--- src/rtl/rsa_mem_pkg.sv ---
// Shared types and default sizes for the RSA accelerator operand memory path.
// Latency: n/a (types, constants and a combinational helper only).
// Backpressure: n/a.
package rsa_mem_pkg;

    // Default geometry of the operand RAM and its requester count.
    localparam int DEF_MEM_WIDTH = 8;
    localparam int DEF_MEM_WORDS = 129;
    localparam int DEF_N_REQ     = 3;
    localparam int DEF_ADDR_W    = $clog2(DEF_MEM_WORDS);

    // Requester ids are carried at the width needed by the largest legal
    // requester count (8), so the tag type never depends on N_REQ.
    localparam int MAX_N_REQ = 8;
    localparam int TAG_ID_W  = $clog2(MAX_N_REQ);

    // One word access as presented to a RAM port. Field widths follow the
    // default geometry.
    typedef struct packed {
        logic                     we;
        logic [DEF_ADDR_W-1:0]    addr;
        logic [DEF_MEM_WIDTH-1:0] wdata;
    } ram_req_t;

    // Read-return tag travelling alongside the RAM read latency.
    typedef struct packed {
        logic                valid;
        logic [TAG_ID_W-1:0] id;
    } rsp_tag_t;

    // Two accesses may not share a cycle when they touch the same word and
    // either of them writes; two reads of one word are harmless.
    function automatic logic is_hazard(input ram_req_t a, input ram_req_t b);
        return (a.addr == b.addr) && (a.we || b.we);
    endfunction

endpackage

--- src/rtl/int_ram.sv ---
// True dual-port operand RAM with registered address and registered output.
// Latency: read enabled in cycle T presents q in cycle T+2; writes land at the end of T.
// Backpressure: none; both ports accept one access every cycle.
//
// Ports: clk; per port x in {a,b}: addr_x, data_x (write data), wren_x,
// rden_x, q_x (read data). Contents are never reset.
module int_ram #(
    parameter  int MEM_WIDTH = 8,
    parameter  int MEM_WORDS = 129,
    localparam int ADDR_W    = $clog2(MEM_WORDS)
) (
    input  logic                 clk,
    input  logic [ADDR_W-1:0]    addr_a,
    input  logic [MEM_WIDTH-1:0] data_a,
    input  logic                 wren_a,
    input  logic                 rden_a,
    output logic [MEM_WIDTH-1:0] q_a,
    input  logic [ADDR_W-1:0]    addr_b,
    input  logic [MEM_WIDTH-1:0] data_b,
    input  logic                 wren_b,
    input  logic                 rden_b,
    output logic [MEM_WIDTH-1:0] q_b
);

    logic [MEM_WIDTH-1:0] mem [MEM_WORDS];
    logic [ADDR_W-1:0]    raddr_a;
    logic [ADDR_W-1:0]    raddr_b;

    // Both ports live in one process so the array has a single writer. The
    // arbiter never lets both ports write one word in the same cycle.
    always_ff @(posedge clk) begin
        if (wren_a) mem[addr_a] <= data_a;
        if (wren_b) mem[addr_b] <= data_b;
        if (rden_a) raddr_a <= addr_a;
        if (rden_b) raddr_b <= addr_b;
        q_a <= mem[raddr_a];
        q_b <= mem[raddr_b];
    end

endmodule

--- src/rtl/int_ram_arb.sv ---
// Round-robin front end granting up to two word accesses per cycle onto int_ram.
// Latency: req_ready is combinational; read data returns to its requester 2 cycles after acceptance.
// Backpressure: req_ready low means retry with held request; responses cannot be stalled.
//
// Ports: clk, reset_n (async, active low); per requester i: req_valid[i],
// req_we[i], req_addr/req_wdata slice i, req_ready[i]; rsp_valid[i] pulses
// for one cycle with rsp_data slice i carrying the read word.
module int_ram_arb
    import rsa_mem_pkg::*;
#(
    parameter  int MEM_WIDTH = DEF_MEM_WIDTH,
    parameter  int MEM_WORDS = DEF_MEM_WORDS,
    parameter  int N_REQ     = DEF_N_REQ,
    localparam int ADDR_W    = $clog2(MEM_WORDS)
) (
    input  logic                       clk,
    input  logic                       reset_n,
    input  logic [N_REQ-1:0]           req_valid,
    input  logic [N_REQ-1:0]           req_we,
    input  logic [N_REQ*ADDR_W-1:0]    req_addr,
    input  logic [N_REQ*MEM_WIDTH-1:0] req_wdata,
    output logic [N_REQ-1:0]           req_ready,
    output logic [N_REQ-1:0]           rsp_valid,
    output logic [N_REQ*MEM_WIDTH-1:0] rsp_data
);

    localparam int ID_W = $clog2(N_REQ);

    // Unpacked view of every requester's access.
    ram_req_t req [N_REQ];

    always_comb begin
        for (int i = 0; i < N_REQ; i++) begin
            req[i].we    = req_we[i];
            req[i].addr  = req_addr[i*ADDR_W +: ADDR_W];
            req[i].wdata = req_wdata[i*MEM_WIDTH +: MEM_WIDTH];
        end
    end

    // ------------------------------------------------------------------
    // Scan from rr_ptr: first valid candidate takes port 0 (RAM port 1),
    // the next non-conflicting valid candidate takes port 1 (RAM port 2).
    // ------------------------------------------------------------------
    logic [ID_W-1:0] rr_ptr;
    logic            g1_vld;
    logic [ID_W-1:0] g1_idx;
    logic            g2_vld;
    logic [ID_W-1:0] g2_idx;
    logic [ID_W-1:0] cand;
    int              scan_pos;

    always_comb begin
        g1_vld   = 1'b0;
        g1_idx   = '0;
        g2_vld   = 1'b0;
        g2_idx   = '0;
        cand     = '0;
        scan_pos = 0;
        for (int k = 0; k < N_REQ; k++) begin
            scan_pos = int'(rr_ptr) + k;
            if (scan_pos >= N_REQ) scan_pos = scan_pos - N_REQ;
            cand = ID_W'(scan_pos);
            if (req_valid[cand]) begin
                if (!g1_vld) begin
                    g1_vld = 1'b1;
                    g1_idx = cand;
                end else if (!g2_vld && !is_hazard(req[g1_idx], req[cand])) begin
                    g2_vld = 1'b1;
                    g2_idx = cand;
                end
            end
        end
    end

    // Reset masks all grants so nothing is accepted or driven into the RAM.
    logic [N_REQ-1:0] grant;

    always_comb begin
        grant = '0;
        if (g1_vld) grant[g1_idx] = 1'b1;
        if (g2_vld) grant[g2_idx] = 1'b1;
        req_ready = reset_n ? grant : '0;
    end

    // ------------------------------------------------------------------
    // Round-robin pointer: one past the last requester granted this cycle.
    // ------------------------------------------------------------------
    logic [ID_W-1:0] last_idx;
    logic [ID_W-1:0] rr_nxt;

    always_comb begin
        last_idx = g2_vld ? g2_idx : g1_idx;
        rr_nxt   = (last_idx == ID_W'(N_REQ - 1)) ? '0 : last_idx + 1'b1;
    end

    always_ff @(posedge clk or negedge reset_n) begin
        if (!reset_n) begin
            rr_ptr <= '0;
        end else if (g1_vld) begin
            rr_ptr <= rr_nxt;
        end
    end

    // ------------------------------------------------------------------
    // RAM port drive.
    // ------------------------------------------------------------------
    logic            port_en  [2];
    ram_req_t        port_req [2];
    logic [ID_W-1:0] port_idx [2];
    logic [MEM_WIDTH-1:0] port_q [2];

    always_comb begin
        port_en[0]  = g1_vld && reset_n;
        port_en[1]  = g2_vld && reset_n;
        port_idx[0] = g1_idx;
        port_idx[1] = g2_idx;
        port_req[0] = req[g1_idx];
        port_req[1] = req[g2_idx];
    end

    int_ram #(
        .MEM_WIDTH (MEM_WIDTH),
        .MEM_WORDS (MEM_WORDS)
    ) u_int_ram (
        .clk    (clk),
        .addr_a (port_req[0].addr),
        .data_a (port_req[0].wdata),
        .wren_a (port_en[0] && port_req[0].we),
        .rden_a (port_en[0] && !port_req[0].we),
        .q_a    (port_q[0]),
        .addr_b (port_req[1].addr),
        .data_b (port_req[1].wdata),
        .wren_b (port_en[1] && port_req[1].we),
        .rden_b (port_en[1] && !port_req[1].we),
        .q_b    (port_q[1])
    );

    // ------------------------------------------------------------------
    // Tag pipeline: one tag register per RAM register stage, so the second
    // tag lines up with the registered RAM output. Only reads load a tag.
    // ------------------------------------------------------------------
    rsp_tag_t tag_s0 [2];
    rsp_tag_t tag_s1 [2];

    always_ff @(posedge clk or negedge reset_n) begin
        if (!reset_n) begin
            for (int p = 0; p < 2; p++) begin
                tag_s0[p] <= '0;
                tag_s1[p] <= '0;
            end
        end else begin
            for (int p = 0; p < 2; p++) begin
                tag_s0[p].valid <= port_en[p] && !port_req[p].we;
                tag_s0[p].id    <= TAG_ID_W'(port_idx[p]);
                tag_s1[p]       <= tag_s0[p];
            end
        end
    end

    // Response fan-out. The two ports never return to the same requester in
    // one cycle because a requester is granted at most once per cycle.
    always_comb begin
        rsp_valid = '0;
        rsp_data  = '0;
        for (int p = 0; p < 2; p++) begin
            for (int i = 0; i < N_REQ; i++) begin
                if (tag_s1[p].valid && (tag_s1[p].id == TAG_ID_W'(i))) begin
                    rsp_valid[i]                      = 1'b1;
                    rsp_data[i*MEM_WIDTH +: MEM_WIDTH] = port_q[p];
                end
            end
        end
    end

endmodule

--- config.mk ---
export PLATFORM = sky130hd
export DESIGN_NAME = int_ram_arb
export DESIGN_NICKNAME = d
export VERILOG_FILES = /design/src/rtl/rsa_mem_pkg.sv /design/src/rtl/int_ram.sv /design/src/rtl/int_ram_arb.sv
export SDC_FILE = /design/constraint.sdc
export NUM_CORES = 2
export LEC_CHECK = 0
export CAP_MARGIN = 20
export CORE_MARGIN = 2
export CORE_UTILIZATION = 50
export DETAILED_ROUTE_END_ITERATION = 12
export HOLD_SLACK_MARGIN = 0.08
export PLACE_DENSITY_LB_ADDON = 0.12
export SLEW_MARGIN = 15
export SYNTH_ARGS = -nofsm -noshare
export SYNTH_HDL_FRONTEND = slang
export SYNTH_HIERARCHICAL = 1
export SYNTH_SLANG_ARGS = --single-unit
--- constraint.sdc ---
create_clock -name clk -period 5.2 [get_ports clk]
set_clock_uncertainty 0.1 [all_clocks]
set_input_delay 0.52 -clock clk [delete_from_list [all_inputs] [get_ports clk]]
set_output_delay 0.52 -clock clk [all_outputs]
set_load 0.05 [all_outputs]
# Word level (Yosys, flattened, before mapping)
# Memories as Yosys holds them, arrays and structs flattened. A register that Yosys moved wholly into a read port is not among the register bits.
# Index checks and enable logic that the tools add are counted.
[word_totals]
out_inout_bits = 30
ram_bits = 1032
ff_bits = 30
in_bits = 56
n_memories = 1
[classes]
bitwise = 7
muxes = 72
n_reduce_logical = 25
magnitude_cmp = 16
n_eq_ne = 7
addsub = 6
[mem_list]
columns = ["name", "depth", "width", "rd", "rd_ports_with_merged_regs", "wr", "line_no", "text"]
rows = [
  ["u_int_ram.mem", 129, 8, 2, 2, 2, "int_ram.sv:25", "logic [MEM_WIDTH-1:0] mem [MEM_WORDS];"],
]
[ops]
columns = ["cell", "count"]
rows = [
  ["binary-select mux 17 bit (select 2 bit)", 6],
  ["2-to-1 mux 17 bit", 12],
  ["2-to-1 mux 8 bit", 6],
  ["2-to-1 mux 2 bit", 16],
  ["2-to-1 mux 1 bit", 24],
  [">= comparator 3 bit (second input constant)", 6],
  ["NOT 2 -> 3 bit", 6],
  ["logical AND 1 bit", 17],
  ["equality test 8 bit", 2],
  ["< comparator 2 x 3 -> 1 bit (second input constant)", 5],
  ["2-to-1 mux 3 bit", 3],
  ["binary-select mux 1 bit (select 2 bit)", 3],
  ["equality test 2 bit (second input constant)", 3],
  [">= comparator 3 x 2 -> 1 bit (second input constant)", 2],
  ["logical NOT 3 bit", 2],
  ["subtractor 2 bit (second input constant)", 3],
  ["demux 1 bit (select 2 bit)", 2],
  ["equality test 2 x 1 -> 1 bit (second input constant)", 2],
  [">= comparator 2 x 1 -> 1 bit (second input constant)", 2],
  ["logical NOT 1 bit", 4],
  ["adder 2 x 1 -> 3 bit (second input constant)", 1],
  ["adder 2 x 2 -> 3 bit (second input constant)", 1],
  ["OR 3 bit", 1],
  ["adder 2 x 1 -> 2 bit (second input constant)", 1],
  ["2 further kinds", 3],
]

# Logic depth before layout (Yosys ltp)
[depth]
ltp_word = 26
mapped_depth = 24
mapped_depth_nobuf = 17

# Cells and area by module
# Netlist, hierarchy kept.
[modules_own_cells]
columns = ["module", "area_per_inst_um2", "cells_each", "seq_area_each_um2", "instances"]
rows = [
  ["int_ram", 64341.7, 4336, 31790.5, 1],
  ["int_ram_arb", 2870.3, 404, 350.3, 1],
]

# Worst setup path before layout
# Ideal clock, no wire load.
[synth_path]
path_kind = "register -> register"
start = "reg rr_ptr[0]"
end = "mem u_int_ram.mem[118][0] (enable)"
stages_incl_launch_ff = 21
t_arrival_ns = 4.842
slack_ns = -0.119
required_ns = 4.724
setup_ns = 0.376
path_cell_list = "dfrtp_1 -> ha_1 -> nand2b_1 -> clkbuf_1 -> a41oi_1 -> nand3_1 -> a31oi_1 -> xnor2_1 -> nand4_1 -> or4b_4 -> nand3_2 -> buf_6 -> mux2i_1 -> o21ai_1 -> clkbuf_1 -> nor2b_1 -> buf_2 -> nand4_1 -> or3b_1 -> buf_4 -> o22ai_1"
[synth_rtl]
columns = ["item", "line_no", "text"]
rows = [
  ["start, declared", "int_ram_arb.sv:44", "logic [ID_W-1:0] rr_ptr;"],
  ["start signal, assigned", "int_ram_arb.sv:100", "rr_ptr <= rr_nxt;"],
  ["end, declared", "int_ram.sv:25", ""],
]

==> run metrics <==
number of max-slew violations in the final report 0; Total Nets Final 5198; met3 routed WL 26800 um; floorplan die height 371 um; clock latency of the later-clocked register in the worst-skew pair 0.76 ns; WL met1 95600 um; Overflow after GRT 0; Worst Tran Pin Value 1.19 ns; final period demand of the worst path 5.06 ns; Hold Path Class flip-flop to flip-flop; fraction of layout cells with a size suffix above 1 47.1%; series of cell instances along the critical path inv_2 -> ha_4 -> and3b_2 -> buf_4 -> nor2_4 -> buf_4 -> nand3_1 -> a31oi_1 -> xnor2_1 -> nand3_1 -> or4b_4 -> buf_4 -> a31o_1 -> a311oi_2 -> buf_4 -> and3b_2 -> nand2_1 -> buf_12 -> o22ai_1 -> buf_4; Net Sw Frac 43.1%; cell at the root of the clock tree clkbuf_16; Bufs on Longest Clock Path 3; top fanout value on the critical path 14; Int Power 32.1 mW; leading cell type in the layout, fill and taps excluded edfxtp_1; final core utilization 59.1%; worst flop-to-flop path endpoint u_int_ram/mem[26][7]$_DFFE_PP_; r2r worst-path depth 20; CTS tree yes; via count of the first global-routing pass 47500; Wirelength per Cell 35.7 um; PortBufs 85; headroom to the max-slew limit 20.4%; Syn Inst Count 4740; post-CTS clock slew at the launch and capture registers of the worst setup and hold paths 0.06 ns; placed wire-length estimate after detailed placement 174000 um; maximum capacitance violations 0; highest-count cells in the layout ignoring fill and taps edfxtp_1, mux2_2, buf_4, mux4_2, mux2i_1; most used flip-flop cell after synthesis edfxtp_1; critical path endpoint u_int_ram/mem[26][7]$_DFFE_PP_; top routing layer used met5; die area 0.137 sq mm; Top Family by Delay on Critical Path simple AND/OR/NAND/NOR gates; number of CTS-inserted buffers 119; Critical Path Source Type flip-flop; Worst Path Buf+Inv 7; synthesized net count 4799; Post-Synthesis Cell Area 0.0672 sq mm; final critical-path share of the clock period 97.3%; startpoint of the worst register-to-register path rr_ptr[0]$_DFFE_PN0N_; wire length of the first global-routing pass 352000 um; Critical path origin rr_ptr[0]$_DFFE_PN0N_; Crit. path cell count 20; P_sw 24.3 mW; max frequency 198 MHz; Site Rows 134; global-route total usage across every layer 36.0%; share of total power in sequential cells 23.4%; placer's final routability congestion estimate 1.00; antenna violation net count after detailed routing 0; worst setup slack for register-to-register paths 0.14 ns; Synth-to-Final Area Change 17.3%; post-synthesis cell type count 89; Initial DRC Count 7140; maximum number of pins on one net before global-route repair 98; DRT Pass-1 Iters 8; peak per-stage delay on the critical path 0.60 ns; critical path class flip-flop to flip-flop; Seq/Total Area, Yosys 47.8%; average cell area after synthesis 14.2 sq um; count of state elements after synthesis 1078; count of flip-flops with a built-in enable after synthesis 1048; total number of vias 48400; antenna violations before repair 20; part of the total power dissipated in the clock network 15.0%; Initial Util 50.4%; number of sinks handled by clock tree synthesis 1078; Final TNS setup 0 ns; fillers 10700; data required time of the critical path 5.54 ns; Gate power share 61.5%; leakage power 27.4 nW; outcome completed; post-synthesis async set-or-reset flop share 1.30%; Boundary Pins 86; category of the worst setup path capture point flip-flop; warnings from Yosys 6; # setup viols final 0; peak supply drop 0.000810 V; cell type of the slowest stage on the worst timing path or4b_4; die width 371 um; CTS H-tree lvls 3; Core Footprint 0.133 sq mm; post-detailed-routing wire length 250000 um; post-detailed-route via-to-cell ratio 6.91; critical path data arrival time 5.40 ns; number of design rule violations left after detail routing 0; count of final hold-check violations 0; routed wire length on met2 114000 um; cell repeated most along the worst path buf_4; power per cell area 716 mW/mm^2
power groups by stage:
stage / logic (mW) / clock network [mW] / registers [mW]
after floorplan: 21.3 / 0 / 13.2
after global placement: 32.7 / 0 / 13.4
after CTS: 33.5 / 8.58 / 13.2
after detailed placement: 33.3 / 0 / 13.4
after global routing: 35.9 / 8.89 / 13.2
final: 34.7 / 8.49 / 13.2
worst min-delay path by stage:
stage                         from               endpoint  depth (start not counted)
4_1_cts        tag_s0[7]$_DFF_PN0_    tag_s1[7]$_DFF_PN0_                          0
2_1_floorplan              reset_n  rr_ptr[0]$_DFFE_PN0N_                          0
3_3_place_gp   tag_s0[0]$_DFF_PN0_    tag_s1[0]$_DFF_PN0_                          0
3_5_place_dp   tag_s0[1]$_DFF_PN0_    tag_s1[1]$_DFF_PN0_                          0
5_1_grt        tag_s0[7]$_DFF_PN0_    tag_s1[7]$_DFF_PN0_                          0
6_report       tag_s0[1]$_DFF_PN0_    tag_s1[1]$_DFF_PN0_                          0
synth_stat cells (46+ instances only):
| cell | count | area (sq um) |
|---|---|---|
| buf_2 | 69 | 345 |
| o21ai_0 | 131 | 656 |
| mux2_2 | 1010 | 11400 |
| o221ai_1 | 46 | 403 |
| nor2_1 | 91 | 342 |
| o21ai_1 | 46 | 230 |
| nand3_1 | 63 | 315 |
| edfxtp_1 | 1048 | 31500 |
| mux2i_1 | 340 | 3400 |
| clkbuf_1 | 321 | 1200 |
| nand2_1 | 265 | 995 |
| a31oi_1 | 53 | 332 |
| o22ai_1 | 157 | 982 |
| mux4_2 | 390 | 8780 |
cell type report:
class	instances	area [sq um]	share of cell area (%)
clock buffer	146	3180	4.04
clock inverter	79	668	0.848
timing repair buffer	791	7750	9.84
antenna	3	7.51	0.00952
sequential	1078	32100	40.8
inverter	20	75.1	0.0952
multi-input combinational	3129	32800	41.6
tap	1768	2210	2.81
state kept, by name, indices dropped and copies added (netlist names):
name and flops:
u_int_ram/q_b 8, u_int_ram/q_a 8, u_int_ram/raddr_a 8, rr_ptr 2, u_int_ram/mem 1032, tag_s0 6
u_int_ram/raddr_b 8, tag_s1 6
cells by family after synthesis:
kind of cell | synth area share [%]
adders and majority gates | 0.0559
DFF | 47.8
xor gates and xnor gates | 0.195
and+or+nand+nor | 4.86
muxes | 36.1
buffers and inverters | 4.21
AOI/OAI and AO/OA | 6.75
metrics by stage:
step / hold slack [ns] / instance area, sq um / power (mW) / cells / worst slack (ns)
finish: 0.248 / 78800 / 56.4 / 7014 / 0.139
global placement: 0.231 / 74500 / 46.1 / 6771 / -0.417
floorplan: 0.124 / 67200 / 34.5 / 4740 / -0.0575
CTS: 0.249 / 78400 / 55.2 / 6999 / -0.0445
detailed placement: 0.235 / 74500 / 46.7 / 6771 / -0.423
global route: 0.255 / 78800 / 58.0 / 7011 / -0.0867
worst register-to-register path, stage by stage (launching register included):
cell and delay (ns):
dfrtp_2 0.46, inv_2 0.10, ha_4 0.19, and3b_2 0.27, buf_4 0.16, nor2_4 0.10
buf_4 0.15, nand3_1 0.07, a31oi_1 0.23, xnor2_1 0.15, nand3_1 0.17, or4b_4 0.60
buf_4 0.15, a31o_1 0.22, a311oi_2 0.21, buf_4 0.19, and3b_2 0.23, nand2_1 0.10
buf_12 0.18, o22ai_1 0.46, buf_4 0.28
metal layers:
| layer | global-route usage [%] | up-vias |
|---|---|---|
| met5 | 0 | - |
| met4 | 16.8 | 22 |
| met3 | 7.17 | 611 |
| met2 | 56.1 | 3015 |
| met1 | 48.7 | 24900 |
| li1 | - | 19900 |
timing repair:
item                                    in CTS  in global routing
buffers inserted                             2                 11
gates resized for setup                      7                 89
endpoints found under the setup margin     145               2036
cloned                                       0                  1
hold buffers                                 1                  0
pin swaps                                    1                 17
endpoints found under the hold margin       14                  0
(Power assumes the default switching activity.)
